===== src/rtl/audio_i2s_rx.sv =====
// rtl/audio_i2s_rx.sv - WM8978 I2S ADC receiver that packs each left/right pair into one 32-bit word
module audio_i2s_rx #(
  parameter int WL = 16
) (
  input  logic        aud_bclk,
  input  logic        rst,
  input  logic        aud_lrc,
  input  logic        aud_adcdat,
  output logic        aud_rx_done,
  output logic [31:0] aud_adc_data,
  output logic        aud_frame_err
);

  localparam logic [5:0]  WL_CNT = 6'(WL);
  localparam int unsigned PAD    = 16 - WL;

  logic        lrc_q, lrc_d;
  logic [5:0]  cnt_q, cnt_d;
  logic [15:0] shift_q, shift_d;
  logic [15:0] left_hold_q, left_hold_d;
  logic        synced_q, synced_d;
  logic        left_valid_q, left_valid_d;
  logic        rx_done_q, rx_done_d;
  logic        frame_err_q, frame_err_d;
  logic [31:0] data_q, data_d;

  logic        edge_det;
  logic        capture;
  logic        slot_done;
  logic [15:0] word_pad;

  always_comb begin
    lrc_d        = aud_lrc;
    cnt_d        = cnt_q;
    shift_d      = shift_q;
    left_hold_d  = left_hold_q;
    synced_d     = synced_q;
    left_valid_d = left_valid_q;
    rx_done_d    = 1'b0;
    frame_err_d  = 1'b0;
    data_d       = data_q;

    edge_det  = (aud_lrc != lrc_q);
    synced_d  = synced_q | edge_det;
    capture   = synced_q && !edge_det && (cnt_q >= 6'd1) && (cnt_q <= WL_CNT);
    slot_done = capture && (cnt_q == WL_CNT);

    if (capture) begin
      shift_d = {shift_q[14:0], aud_adcdat};
    end
    // Stale bits above the WL just captured fall off the top here.
    word_pad = shift_d << PAD;

    if (edge_det) begin
      cnt_d = 6'd1;
    end else if (cnt_q != 6'd63) begin
      cnt_d = cnt_q + 6'd1;
    end

    // At an edge cnt_q is one past the last index of the ending slot.
    if (edge_det && synced_q && (cnt_q <= WL_CNT)) begin
      frame_err_d  = 1'b1;
      left_valid_d = 1'b0;
    end

    if (slot_done) begin
      if (!aud_lrc) begin
        left_hold_d  = word_pad;
        left_valid_d = 1'b1;
      end else if (left_valid_q) begin
        data_d       = {left_hold_q, word_pad};
        rx_done_d    = 1'b1;
        left_valid_d = 1'b0;
      end
    end
  end

  always_ff @(posedge aud_bclk) begin
    if (rst) begin
      lrc_q        <= 1'b0;
      cnt_q        <= 6'd0;
      shift_q      <= 16'd0;
      left_hold_q  <= 16'd0;
      synced_q     <= 1'b0;
      left_valid_q <= 1'b0;
      rx_done_q    <= 1'b0;
      frame_err_q  <= 1'b0;
      data_q       <= 32'd0;
    end else begin
      lrc_q        <= lrc_d;
      cnt_q        <= cnt_d;
      shift_q      <= shift_d;
      left_hold_q  <= left_hold_d;
      synced_q     <= synced_d;
      left_valid_q <= left_valid_d;
      rx_done_q    <= rx_done_d;
      frame_err_q  <= frame_err_d;
      data_q       <= data_d;
    end
  end

  assign aud_rx_done   = rx_done_q;
  assign aud_adc_data  = data_q;
  assign aud_frame_err = frame_err_q;

endmodule


===== config.mk =====
export PLATFORM = sky130hd
export DESIGN_NAME = audio_i2s_rx
export DESIGN_NICKNAME = d
export VERILOG_FILES = /design/src/rtl/audio_i2s_rx.sv
export SDC_FILE = /design/constraint.sdc
export NUM_CORES = 1
export LEC_CHECK = 0
export CORE_UTILIZATION = 30
export DETAILED_ROUTE_END_ITERATION = 8
export GPL_TIMING_DRIVEN = 0
export SYNTH_ARGS = -nofsm -noshare
export SYNTH_HDL_FRONTEND = slang
export SYNTH_SLANG_ARGS = --single-unit

===== constraint.sdc =====
create_clock -name aud_bclk -period 2.1 [get_ports aud_bclk]
set_input_delay 0.63 -clock aud_bclk [delete_from_list [all_inputs] [get_ports aud_bclk]]
set_output_delay 0.63 -clock aud_bclk [all_outputs]
set_load 0.01 [all_outputs]

==> results.ini, run 1 <==
[sta]
report.final.slew_viol_count = 0
min_period_ps = 1956
max-slew-margin-rel_pct = 61.30
finalCritPeriodShare_pct = 93.15
rsz0062_at_grt = false
timing_worst_slew_pin_value_ps = 580.5
finalHoldViolations = 0
fin_worst_hold_slack_ps = 451.9
setup_viol = 0
fmax_mhz = 511.2
worst_clock_skew_ps = 8.413

[power_and_ir_drop]
design_power_total_uw = 2767
power_frac_clock_pct = 43.8
p_per_area_nw_per_um2 = 747.0
power.share.combinational_pct = 4.9
power.sequential.fraction_pct = 51.3
peakVddDrop_uv = 269.9
static-leakage-power_uw = 0.001222
switching_share_pct = 22.74
internal_power_uw = 2138
power.net_switching_uw = 629.4

[worst_setup_path]
cp_depth = 6
critical_path_required_ps = 2380
timing.critical_path.to = shift_q[12]$_SDFF_PP0_
regToRegEndpoint = aud_adc_data[14]$_SDFFE_PP0P_
worst_r2r_path_depth = 7
critical_path.max_stage_delay_ps = 510
worst_ep_arrival_time_ps = 2230
timing.critical_path.to_type = register
path_class = in2reg
buffers_plus_inverters_on_the_worst_setup_path = 3
reg2reg_slack_ps = 250
start_kind = primary input
worst_path_dominant_cell_family = buffers and inverters
crit_start = aud_lrc
r2r_start = cnt_q[0]$_SDFFE_PP0P_
crit_fanout = 10
crit_top_cell = buf_6
cp_cell_sequence = clkdlybuf4s50_1 > xnor2_2 > o2111a_1 > buf_6 > buf_6 > mux2i_1
critical-path-slowest-cell = clkdlybuf4s50_1

[synth]
synth_ff_type = dfxtp_1
ys_top_cells_by_area = dfxtp_1, nand2_1, a21oi_1, mux2i_1, nand2b_1
most_instantiated_library_cell_after_synthesis = nand2_1
asyncSetResetFlopFracSynth_pct = 0
synth.cell_area_um2 = 2942
ys_top_cells_by_count = nand2_1, dfxtp_1, a21oi_1
netlist_instances = 326
synth.distinct_cells = 34
synth.ff_latch_count = 74
synth_enable_flop_cells = 0
post_synth.cell_area_avg_um2 = 9.023
synth.top_cell.area_share_pct = 50.36
post-synth-top-area-cell = dfxtp_1
synth-seq-area-share_pct = 50.36
yosysWarnings = 0
postSynthNetCount = 334

[floorplan]
placement_rows = 35
core_area_um2 = 9371
pin_count = 38
die_w_um = 101.0
die-area_um2 = 10210
die_h_um = 101.0
initial_core_util_pct = 31.39

[route]
detail_route.first_pass.iterations = 4
drt-wirelength-per-cell_um = 12.22
via_count = 2285
ant_nets = 0
drt-initial-drc-count = 85
post_drt_via_cell_ratio = 4.489
route.final.wire_length_mm = 6.218
drc = 0

[cts]
cts_buffers = 9
h-tree-depth = 3
clock_tree_from_tritoncts = built
clk_latency_ps = 350
clk_pin_slew_ps = 80
cts.root.buffer_cell = clkbuf_8
holdBufCountCts = 0
cts_sinks = 74
clk_path_buf_depth = 2

[global_route]
globalRoute.totalOverflow = 0
maximum_number_of_pins_on_one_net_before_global_route_repair = 14
via_count_of_the_first_global_routing_pass = 2181
wire_length_of_the_first_global_routing_pass_mm = 10.46
grt_antenna_before_repair = 0
groute.usage.overall_pct = 13.42

[finish]
num_antenna_cells = 0
utilization_pct = 39.53
area.growth.synth_to_final_pct = 25.95
drive_gt1_share_pct = 13.42
num-nets-final = 383

[placement]
post_detail_place_hpwl_mm = 4.426
gp_routability_congestion = 0.7375
place.port_buffers = 36

[min_path]
min_path_type = reg2reg

[status]
outcome = complete, no violations

[run]
cap_violations = 0

## flip-flops by register name (all words and copies together), names as in the netlist
name,cells
left_hold_q,16
left_valid_q,1
aud_adc_data,32
lrc_q,1
aud_rx_done,1
aud_frame_err,1
shift_q,15
synced_q,1
cnt_q,6
## power by group through the flow
stage / Combinational (uW) / Sequential [uW] / Clock (uW)
after global placement: 131 / 1450 / 0
after CTS: 137 / 1420 / 1240
after floorplan: 102 / 1450 / 0
after detailed placement: 136 / 1450 / 0
final: 136 / 1420 / 1210
after global routing: 151 / 1420 / 1290
## per-stage QoR
step                area [um^2]  setup TNS, ps  instances  setup slack (ps)
floorplan                  2942              0        326             444.5
global placement           3463          -8734        491            -281.0
detailed placement         3463         -10790        491            -361.0
CTS                        3682              0        507             10.71
global route               3705              0        509             18.38
finish                     3705              0        509             143.8
## cell usage in the layout, fill, tap and decap left out, types with 2 or more instances in the layout
cell type        netlist  final
ha_1                   4      4
nand2_1               77     77
and3_1                 3      3
nand2_2                7      7
buf_4                  2      4
dfxtp_1               74     74
clkinvlp_4             0      3
buf_6                  9      9
inv_1                  4      4
mux2i_1               16     16
nor2_1                 8      8
nand2b_1              17     17
a21oi_2               10     10
nor3_1                 5      5
and2_1                 2      2
nor2b_1                2      2
a21oi_1               41     41
clkbuf_8               0      9
clkdlybuf4s50_1        0     36
nand3_1               19     19
clkbuf_1               9     10
bufinv_16              0      2
## cell families after synthesis
group,count (synthesis),share of synthesized area [%]
xor+xnor,3,0.8934
compound gates,55,11.02
simple gates,148,24.67
mux,16,5.444
fa+ha+maj,4,1.701
buf+inv,26,5.912
flops,74,50.36
## layer usage
layer / track usage [%] / part of all wire, % / vias to the layer above
met4: 8.696 / 2.3 / 0
li1: - / - / 1184
met3: 2.913 / 3.5 / 10
met2: 19.86 / 42 / 37
met5: 0 / 0 / -
met1: 17.59 / 52 / 1054
## worst min-delay path: cells and delay by family (launching register included)
kind	cells	cell delay (ps)
AND/OR/NAND/NOR	1	50
flip-flops	1	310
AO/OA/AOI/OAI	1	50
## what timing repair did
item / CTS / global route
buffers inserted: 0 / 2
gates resized for setup: 0 / 1
endpoints found under the setup margin: 0 / 30
## cell type report
type,instances,area [um^2]
well taps,129,161.4
clock buffers,10,127.6
flip-flops and latches,74,1481
inverters,4,15.01
fillers,977,5667
repair buffers,38,375.4
clock inverters,6,91.34
plain buffers,22,158.9
multi-input cells,226,1294
## how the worst min path moves through the flow
stage | startpoint | to | cells past startpoint
after global placement | aud_adc_data[6]$_SDFFE_PP0P_ | aud_adc_data[6]$_SDFFE_PP0P_ | 2
after detailed placement | aud_adc_data[24]$_SDFFE_PP0P_ | aud_adc_data[24]$_SDFFE_PP0P_ | 2
final | aud_adc_data[27]$_SDFFE_PP0P_ | aud_adc_data[27]$_SDFFE_PP0P_ | 2
after global routing | left_hold_q[4]$_SDFFE_PP0P_ | aud_adc_data[20]$_SDFFE_PP0P_ | 2
after floorplan | left_hold_q[10]$_SDFFE_PP0P_ | left_hold_q[10]$_SDFFE_PP0P_ | 2
after CTS | aud_adc_data[24]$_SDFFE_PP0P_ | aud_adc_data[24]$_SDFFE_PP0P_ | 2
(Power assumes the default switching activity.)
==> run 2, diff against run 1 <==
--- a/config.mk
+++ b/config.mk
@@ -5,9 +5,10 @@
 export SDC_FILE = /design/constraint.sdc
 export NUM_CORES = 1
 export LEC_CHECK = 0
-export CORE_UTILIZATION = 30
+export CORE_UTILIZATION = 54
 export DETAILED_ROUTE_END_ITERATION = 8
 export GPL_TIMING_DRIVEN = 0
+export PLACE_DENSITY = 0.78
 export SYNTH_ARGS = -nofsm -noshare
 export SYNTH_HDL_FRONTEND = slang
 export SYNTH_SLANG_ARGS = --single-unit
==> results.ini, run 2 (synthesis gave the netlist of run 1 again) <==
[status]
outcome = complete, no violations

[worst_setup_path]
buffers_plus_inverters_on_the_worst_setup_path = 2
crit_fanout = 10
r2r_start = cnt_q[0]$_SDFFE_PP0P_
worst_path_dominant_cell_family = buffers and inverters
path_class = in2reg
cp_cell_sequence = clkdlybuf4s50_1 > and2_1 > nand4_1 > clkbuf_1 > nand2_1 > a21oi_1
start_kind = primary input
timing.critical_path.to_type = register
worst_ep_arrival_time_ps = 2170
critical-path-slowest-cell = clkdlybuf4s50_1
crit_start = aud_lrc
critical_path_required_ps = 2310
critical_path.max_stage_delay_ps = 570

[finish]
layout.filler_cells = 428
layout_commonest_cell = nand2_1
largest_register_ffs = 32
area_of_the_multi_input_gates_um2 = 1294
non_filler_cell_area_final_um2 = 3607
layout_common_cells = nand2_1, dfxtp_1, a21oi_1
area.growth.synth_to_final_pct = 22.63
drive_gt1_share_pct = 13.26
num-nets-final = 381
seqCellArea_um2 = 1481
num_antenna_cells = 0

[cts]
cts.repair_timing.setup_buffer_count = 0
clk_path_buf_depth = 2
clk_pin_slew_ps = 80
cts_repair_resize_count = 1
clk_latency_ps = 350
clock_tree_from_tritoncts = built
cts_sinks = 74
cts_buffers = 9
cts.root.buffer_cell = clkbuf_8
holdBufCountCts = 0
h-tree-depth = 3

[placement]
gp_routability_congestion = 0.7666
post_detail_place_hpwl_mm = 4.131
dpl_cell_area_um2 = 3390
place.port_buffers = 36

[sta]
rsz0062_at_grt = false
fmax_mhz = 510.3
report.final.slew_viol_count = 0
setup_viol = 0
min_period_ps = 1959
max-slew-margin-rel_pct = 59.50
finalCritPeriodShare_pct = 93.31
timing_worst_slew_pin_value_ps = 607.5
fin_worst_hold_slack_ps = 450.8
finalHoldViolations = 0
worst_clock_skew_ps = 8.771

[floorplan]
die_w_um = 75.81
die_h_um = 75.81
placement_rows = 26
die-area_um2 = 5746
initial_core_util_pct = 56.87
core_area_um2 = 5172
pin_count = 38

[route]
detail_route.first_pass.iterations = 5
post_drt_via_cell_ratio = 5.208
drc = 0
route.final.wire_length_mm = 5.915
drt-wirelength-per-cell_um = 13.23
ant_nets = 0
via_count = 2328
drt-initial-drc-count = 115

[power_and_ir_drop]
p_per_area_nw_per_um2 = 755.0
static-leakage-power_uw = 0.001218
peakVddDrop_uv = 473.3

[global_route]
maximum_number_of_pins_on_one_net_before_global_route_repair = 13
globalRoute.totalOverflow = 0
grt_antenna_before_repair = 0
wire_length_of_the_first_global_routing_pass_mm = 9.666
via_count_of_the_first_global_routing_pass = 2152
groute.usage.overall_pct = 22.95

[min_path]
timing.hold.worst.start = aud_adc_data[26]$_SDFFE_PP0P_
min_path_type = reg2reg

[run]
cap_violations = 0

-- run 2: worst paths after layout --
path / end / slack (ps) / depth (start not counted)
worst max-delay path: aud_adc_data[25]$_SDFFE_PP0P_ / 140 / 6
worst min-delay path: aud_adc_data[26]$_SDFFE_PP0P_ / 450 / 2
worst max register to register: aud_adc_data[25]$_SDFFE_PP0P_ / 210 / 7
worst min register to register: aud_adc_data[26]$_SDFFE_PP0P_ / 450 / 2
-- run 2: final cells by class --
class	instances	area share [%]
buffer	22	4.475
clock buffer	10	3.538
inverter	4	0.4162
tap	70	2.428
clock inverter	5	2.220
multi-input combinational	226	35.87
timing repair buffer	36	9.990
sequential	74	41.07
-- run 2: routing by layer --
layer / vias up / global-route usage, % / routed length, um
met5: - / 0 / 0
met4: 0 / 11.52 / 139
met3: 16 / 4.762 / 245
met2: 64 / 37.17 / 2721
met1: 1066 / 28.98 / 2808
li1: 1182 / - / -
-- run 2: stage by stage --
stage	setup TNS (ps)	power, uW	worst slack (ps)	utilization (%)	std cells
3_3_place_gp	-8156	1582	-330.8	65.53	432
4_1_cts	0	2735	130.7	69.69	447
3_5_place_dp	-9044	1586	-356.3	65.53	432
2_1_floorplan	0	1552	444.5	-	326
5_1_grt	0	2812	18.04	69.74	447
6_report	0	2723	140.5	69.74	447
-- run 2: worst register-to-register path, cell delays in order (launching register included) --
cell and delay (ps):
dfxtp_1 360, inv_1 100, ha_1 160, nor3b_2 290, nand4_1 340, clkbuf_1 320
nand2_1 130, a21oi_1 60
-- run 2: power by group --
part	internal, uW	leakage [uW]	switching (uW)
Sequential	1410	0.000597	8.94
Combinational	57.1	0.000523	79.6
Clock	660	0.0000984	507
==> run 3, diff against run 2 <==
--- a/config.mk
+++ b/config.mk
@@ -9,6 +9,7 @@
 export DETAILED_ROUTE_END_ITERATION = 8
 export GPL_TIMING_DRIVEN = 0
 export PLACE_DENSITY = 0.78
+export SETUP_SLACK_MARGIN = 0.05
 export SYNTH_ARGS = -nofsm -noshare
 export SYNTH_HDL_FRONTEND = slang
 export SYNTH_SLANG_ARGS = --single-unit
==> results.ini, run 3 (synthesis gave the netlist of run 1 again) <==
[route]
ant_nets = 0
route.final.wire_length_mm = 5.923
drc = 0
detail_route.first_pass.iterations = 5
post_drt_via_cell_ratio = 5.221
via_count = 2334
drt-initial-drc-count = 114
drt-wirelength-per-cell_um = 13.25

[finish]
area.growth.synth_to_final_pct = 22.67
largest_register_ffs = 32
num_antenna_cells = 0
drive_gt1_share_pct = 13.53
layout_common_cells = nand2_1, dfxtp_1, a21oi_1
num-nets-final = 381
non_filler_cell_area_final_um2 = 3608
layout_commonest_cell = nand2_1
layout.filler_cells = 427

[placement]
place.port_buffers = 36
dp_worst_setup_slack_ps = -356.3
gp_routability_congestion = 0.7666
post_detail_place_hpwl_mm = 4.131
dpl_cell_area_um2 = 3390

[worst_setup_path]
path_class = in2reg
start_kind = primary input
worst_r2r_path_depth = 7
crit_fanout = 10
timing.critical_path.to_type = register
critical_path.max_stage_delay_ps = 500
reg2reg_slack_ps = 240
worst_ep_arrival_time_ps = 2230
crit_top_cell = buf_6
r2r_start = cnt_q[0]$_SDFFE_PP0P_
regToRegEndpoint = aud_adc_data[3]$_SDFFE_PP0P_
critical_path_required_ps = 2370
critical-path-slowest-cell = clkdlybuf4s50_1
cp_cell_sequence = clkdlybuf4s50_1 > xnor2_2 > o2111a_1 > buf_6 > buf_6 > mux2i_1

[global_route]
groute.usage.overall_pct = 22.95
gr-usage-met2_pct = 37.17
grt_antenna_before_repair = 0
wire_length_of_the_first_global_routing_pass_mm = 9.666
maximum_number_of_pins_on_one_net_before_global_route_repair = 13
globalRoute.totalOverflow = 0
via_count_of_the_first_global_routing_pass = 2152
gr-usage-met1_pct = 28.98
most_used_routing_layer_in_global_routing = met2
gr-usage-met3_pct = 4.762

[sta]
setup_viol = 0
max-slew-margin-rel_pct = 59.33
fmax_mhz = 510.4
setup_tns_ps = 0
min_period_ps = 1959
fin_worst_hold_slack_ps = 450.5
fin_ws_ps = 140.9
timing_worst_slew_pin_value_ps = 610.1
finalHoldViolations = 0
report.final.slew_viol_count = 0
finalCritPeriodShare_pct = 93.29
rsz0062_at_grt = true
worst_clock_skew_ps = 6.283

[cts]
clk_latency_ps = 340
cts_sinks = 74
holdBufCountCts = 0
cts.root.buffer_cell = clkbuf_8
cts.repair_timing.setup_buffer_count = 0
h-tree-depth = 3
clock_tree_from_tritoncts = built
cts_buffers = 9
clk_pin_slew_ps = 80
clk_path_buf_depth = 2

[run]
cap_violations = 0

[floorplan]
die_w_um = 75.81
die_h_um = 75.81
pin_count = 38
initial_core_util_pct = 56.87
placement_rows = 26
core_area_um2 = 5172
die-area_um2 = 5746

[power_and_ir_drop]
p_per_area_nw_per_um2 = 753.6
static-leakage-power_uw = 0.001221
design_power_total_uw = 2719
peakVddDrop_uv = 470.9

[min_path]
min_path_cells = 2
min_delay_worst_endpoint = aud_adc_data[26]$_SDFFE_PP0P_
min_path_type = reg2reg
timing.hold.worst.start = aud_adc_data[26]$_SDFFE_PP0P_

[status]
outcome = complete, no violations

[run 3: layout make-up]
class	count	area, um^2	area share (%)
Clock inverter	5	80.08	2.219
Buffer	22	162.7	4.508
Inverter	4	15.01	0.4161
Sequential cell	74	1481	41.05
Clock buffer	10	127.6	3.537
Multi-Input combinational cell	226	1294	35.85
Timing Repair Buffer	36	360.3	9.986
Tap cell	70	87.58	2.427
[run 3: repair_timing]
item | in CTS | in global routing
pin swaps | 0 | 0
setup endpoints to repair | 10 | 25
gates resized for setup | 1 | 6
[run 3: worst max path at each step]
stage	start	end	slack, ps	cells past startpoint
floorplan	aud_lrc	shift_q[10]$_SDFF_PP0_	440	5
detailed placement	aud_lrc	shift_q[8]$_SDFF_PP0_	-360	6
finish	aud_lrc	shift_q[8]$_SDFF_PP0_	140	6
global route	aud_lrc	shift_q[5]$_SDFF_PP0_	20	6
CTS	aud_lrc	aud_adc_data[21]$_SDFFE_PP0P_	130	6
global placement	aud_lrc	shift_q[6]$_SDFF_PP0_	-330	6
[run 3: critical path: cells and delay by family]
kind,cells,cell delay (ps)
buffers and inverters,3,810
xor gates and xnor gates,1,310
AOI/OAI and AO/OA,1,260
muxes,1,200
[run 3: stage by stage]
stage / instances / util [%]
after floorplan: 326 / -
after global placement: 432 / 65.53
after detailed placement: 432 / 65.53
after CTS: 447 / 69.69
after global routing: 447 / 69.76
final: 447 / 69.76
[run 3: where the power goes]
part           switching [uW]  internal, uW  leakage, uW
Sequential               9.06          1410     0.000597
Combinational            80.0          57.1     0.000526
Clock                     502           660    0.0000984
[run 3: routing by layer]
layer / wire, um / part of all wire [%]
met4: 150 / 2.5
met3: 207 / 3.5
met5: 0 / 0
met2: 2754 / 46
met1: 2811 / 47
